`config.mk`:
```
export PLATFORM = sky130hd
export DESIGN_NAME = iter_shifter
export DESIGN_NICKNAME = d
export VERILOG_FILES = /design/src/rtl/iter_shifter_pkg.sv /design/src/rtl/iter_shifter.sv
export SDC_FILE = /design/constraint.sdc
export NUM_CORES = 1
export LEC_CHECK = 0
export ABC_AREA = 0
export CORE_MARGIN = 5
export CORE_UTILIZATION = 40
export DETAILED_ROUTE_END_ITERATION = 6
export SYNTH_ARGS = -nofsm -noshare
export SYNTH_HDL_FRONTEND = slang
export SYNTH_SLANG_ARGS = --single-unit
```
`constraint.sdc`:
```
create_clock -name clk -period 1.9 [get_ports clk]
set_input_delay 0.38 -clock clk [delete_from_list [all_inputs] [get_ports clk]]
set_output_delay 0.38 -clock clk [all_outputs]
set_load 0.01 [all_outputs]
```
`src/rtl/iter_shifter_pkg.sv`:
```
// iter_shifter_pkg
// Shared definitions for the iterative shifter:
//   XLEN        - default datapath width
//   shift_op_e  - operation encoding; identical to the ShiftControl bus
//                 driven by the control unit, so the bus can be cast directly
//   state_e     - FSM state encoding (IDLE, SHIFT, DONE)
package iter_shifter_pkg;

    localparam int XLEN = 64;

    typedef enum logic [1:0] {
        SLL = 2'b00,
        SRL = 2'b01,
        SRA = 2'b10,
        NOP = 2'b11
    } shift_op_e;

    typedef enum logic [1:0] {
        ST_IDLE  = 2'b00,
        ST_SHIFT = 2'b01,
        ST_DONE  = 2'b10
    } state_e;

endpackage

```
`src/rtl/iter_shifter.sv`:
```
// iter_shifter
// Multi-cycle shifter: one bit position per clock.  An accepted start
// captures the operand, the shift amount and the operation.  The FSM then
// walks the work register one bit per SHIFT cycle, and pulses done for one
// cycle with the result.  Zero-length shifts and the reserved operation
// skip SHIFT and pass the operand straight through.
//
// Ports
//   clk           in   clock, all state on rising edge
//   reset_n       in   asynchronous active-low reset
//   start         in   shift request, only looked at in IDLE
//   ShiftControl  in   2  00 SLL, 01 SRL, 10 SRA, 11 pass-through
//   data_in       in   XLEN operand
//   shamt         in   6  shift amount
//   busy          out  high while SHIFT or DONE
//   done          out  single-cycle pulse, result valid
//   result        out  XLEN result, held until the next completion
module iter_shifter #(
    parameter int XLEN = iter_shifter_pkg::XLEN
) (
    input  logic            clk,
    input  logic            reset_n,
    input  logic            start,
    input  logic [1:0]      ShiftControl,
    input  logic [XLEN-1:0] data_in,
    input  logic [5:0]      shamt,
    output logic            busy,
    output logic            done,
    output logic [XLEN-1:0] result
);
    import iter_shifter_pkg::*;

    state_e          state_reg,  state_next;
    logic [XLEN-1:0] work_reg,   work_next;
    logic [5:0]      cnt_reg,    cnt_next;
    shift_op_e       op_reg,     op_next;
    logic [XLEN-1:0] result_reg, result_next;

    // Single one-bit step of the selected operation.
    function automatic logic [XLEN-1:0] shift_step(input logic [XLEN-1:0] v,
                                                   input shift_op_e op);
        logic [XLEN-1:0] r;
        case (op)
            SLL:     r = {v[XLEN-2:0], 1'b0};
            SRL:     r = {1'b0, v[XLEN-1:1]};
            SRA:     r = {v[XLEN-1], v[XLEN-1:1]};
            default: r = v;
        endcase
        return r;
    endfunction

    always_comb begin
        state_next  = state_reg;
        work_next   = work_reg;
        cnt_next    = cnt_reg;
        op_next     = op_reg;
        result_next = result_reg;
        case (state_reg)
            ST_IDLE: begin
                if (start) begin
                    work_next = data_in;
                    cnt_next  = shamt;
                    op_next   = shift_op_e'(ShiftControl);
                    if (shamt == 6'd0 || ShiftControl == 2'b11) begin
                        state_next  = ST_DONE;
                        result_next = data_in;
                    end else begin
                        state_next = ST_SHIFT;
                    end
                end
            end
            ST_SHIFT: begin
                work_next = shift_step(work_reg, op_reg);
                cnt_next  = cnt_reg - 6'd1;
                // The last shift happens in the same cycle as the exit, so
                // the result register is loaded with the post-shift value.
                if (cnt_reg == 6'd1) begin
                    state_next  = ST_DONE;
                    result_next = work_next;
                end
            end
            ST_DONE: begin
                state_next = ST_IDLE;
            end
            default: begin
                state_next = ST_IDLE;
            end
        endcase
    end

    always_ff @(posedge clk or negedge reset_n) begin
        if (!reset_n) begin
            state_reg  <= ST_IDLE;
            work_reg   <= '0;
            cnt_reg    <= '0;
            op_reg     <= SLL;
            result_reg <= '0;
        end else begin
            state_reg  <= state_next;
            work_reg   <= work_next;
            cnt_reg    <= cnt_next;
            op_reg     <= op_next;
            result_reg <= result_next;
        end
    end

    // Status is decoded from the state register alone, so start never
    // reaches busy or done combinationally.
    assign busy   = (state_reg != ST_IDLE);
    assign done   = (state_reg == ST_DONE);
    assign result = result_reg;

endmodule

```
==> summary.md <==
| Metric | Value |
|---|---|
| Outcome | complete, no violations |
| Final Setup Violations | 0 |
| Dpl ws | -0.406 ns |
| Final max-slew violation count | 0 |
| Skew final | 0.00865 ns |
| Crit-path max FO | 22 |
| Relative slew slack | 0.703 |
| Synthesized area per cell | 8.93 um^2 |
| Synth Flop Type | dfrtp_1 |
| CTS Sinks | 138 |
| Drt pass-1 iters | 4 |
| DR vias | 6311 |
| DIE AREA | 0.0214 mm^2 |
| Cell Area, Synth | 0.00743 mm^2 |
| Post-DP HPWL | 13600 um |
| Die X | 146 um |
| Gpl congestion | 0.848 |
| Hold Path Class | input pin to async pin |
| Count of input and output buffers | 140 |
| Multi-input gate area | 0.00341 mm^2 |
| Final hold viol count | 0 |
| Register area | 0.00346 mm^2 |
| Fmax achieved | 543 MHz |
| Most common cell after layout, fill and taps aside | nand2_1 |
| Setup ws final | 0.0575 ns |
| Fill cells | 1673 |
| Max IR drop VDD | 0.743 mV |
| Largest net degree at the start of global routing | 82 |
| Crit end category | flop |
| Per-cell routed wire length | 16.0 um |
| Ports | 141 |
| Asr flop ratio synth | 1.00 |
| Layout cells sized above 1 | 0.0873 |
| Num rows | 49 |
| Fin crit share | 0.970 |
| Max cap viols | 0 |
| Initial core utilization | 0.409 |
| Post-synth EDFFs | 0 |
| Root Buffer Master | clkbuf_16 |
| Worst-Margin Slew | 0.446 ns |
| Pwr Density | 2010 mW/mm^2 |
| Worst-Skew Late Latency | 0.42 ns |
| CTS tree | built |
| Chip height | 146 um |
| Initial detailed-routing violation count | 329 |
| Flops & latches, synth | 138 |
| First-pass GRT wire length | 32500 um |
| Clock Tree Buf Depth | 2 |
| Vias per cell | 5.25 |
| Required time of the critical path | 2.23 ns |
| Data arrival, critical path | 2.17 ns |
| Total wire length | 19300 um |
| Yosys synthesis warning count | 0 |
| Antenna viol nets, final | 0 |
| H-tree depth | 4 |
| Register area share after synthesis | 0.465 |
| Post-Synthesis Cells | 832 |
| Leak | 4.35 nW |
| Area Growth Syn to Fin | 33.4% |
| Fin nets | 1039 |
| Unrepaired setup endpoints after global routing | false |
| Kind of critical path | input pin to flop |
| Fin crit period | 1.84 ns |
| Commonest non-fill, non-tap cells in the layout | 187 x nand2_1, 137 x clkdlybuf4s50_1, 134 x dfrtp_1 |
| Ant diodes | 0 |
| Core Region | 0.0181 mm^2 |
| TritonCTS Buffers | 17 |
| DRC Markers | 0 |
| Net count after synthesis | 909 |
| Post-synth cell types | 36 |
| Reg clk slew, reported paths | 0.06 ns |
| Pwr Total | 19.9 mW |
| Global Route Usage Sum | 0.184 |
| Critical Path Start Type | input pin |
| Initial antenna violation count | 0 |
| Vias in the first global route | 6351 |
| Gr ovfl total | 0 |
-- critical path: stages --
cell and delay, ns:
clkdlybuf4s50_1 0.44, nor4_2 0.34, a221oi_2 0.14, a211oi_4 0.27
buf_4 0.17, buf_12 0.19, mux2i_2 0.23
-- layer usage --
layer / GRT usage / vias to the layer above / part of all wire
met2: 0.299 / 143 / 0.46
met3: 0.0347 / 25 / 0.036
met5: 0 / - / 0
li1: - / 3199 / -
met4: 0.0593 / 0 / 0.019
met1: 0.249 / 2944 / 0.48
-- final cells by class --
| type | instances | share of cell area |
|---|---|---|
| Tap cell | 229 | 0.0289 |
| Sequential cell | 138 | 0.349 |
| Clock inverter | 10 | 0.0167 |
| Inverter | 70 | 0.0265 |
| Timing Repair Buffer | 176 | 0.187 |
| Clock buffer | 21 | 0.0475 |
| Multi-Input combinational cell | 559 | 0.344 |
-- cell usage after synthesis, types with 5 or more instances --
cell,n,area [um^2]
nand2b_1,62,388
inv_1,69,259
nand4_1,60,375
nand2_1,187,702
o21ai_0,52,260
mux2i_1,66,661
dfrtp_1,138,3450
o221ai_1,62,543
o21ai_1,20,100
clkbuf_1,31,116
buf_4,5,37.5
a21oi_1,9,45.0
buf_2,19,95.1
nor2_1,10,37.5
buf_8,5,75.1
-- stage by stage --
stage | hold WS [ns] | utilization | cells | instance area (um^2) | TNS (ns)
floorplan | 0.0844 | - | 832 | 7430 | 0
global placement | 0.345 | 0.506 | 1168 | 9190 | -20.42
detailed placement | 0.344 | 0.506 | 1168 | 9190 | -22.06
CTS | 0.468 | 0.543 | 1202 | 9850 | 0
global route | 0.507 | 0.546 | 1203 | 9910 | 0
finish | 0.465 | 0.546 | 1203 | 9910 | 0
-- cells by family (layout without fill, tap and decap cells) --
| logic type | Yosys count | in the layout | synth area share |
|---|---|---|---|
| and+or+nand+nor | 328 | 328 | 0.209 |
| AOI/OAI and AO/OA | 159 | 159 | 0.145 |
| adders and majority gates | 2 | 2 | 0.00337 |
| buffers and inverters | 135 | 277 | 0.0825 |
| muxes | 70 | 70 | 0.0950 |
| DFF | 138 | 138 | 0.465 |
-- where the power goes --
| part | switching, mW | leakage (nW) | internal (mW) |
|---|---|---|---|
| sequential | 1.09 | 1.60 | 4.57 |
| clock | 1.24 | 0.302 | 2.30 |
| combinational | 5.82 | 2.45 | 4.90 |
-- repair_timing --
action	CTS	global route
resized for setup	4	8
setup endpoints to repair	2	44
hold buffers	1	0
hold endpoints to repair	41	0
setup buffers	2	0
gates cloned	0	1
pin swaps	0	1
-- path summary, 6_finish.rpt --
kind | start | end | slack [ns] | cells after the start
setup reg to reg | cnt_reg[3] | result[20] | 0.13 | 6
setup / recovery | shamt[0] | result[20] | 0.06 | 7
max in group asynchronous | reset_n | result[0] | 0.84 | 3
min in group clk | work_reg[54] | work_reg[54] | 0.50 | 2
hold / removal | reset_n | result[37] | 0.46 | 2
hold reg to reg | work_reg[54] | work_reg[54] | 0.50 | 2
Power figures use the tool's default switching activity.
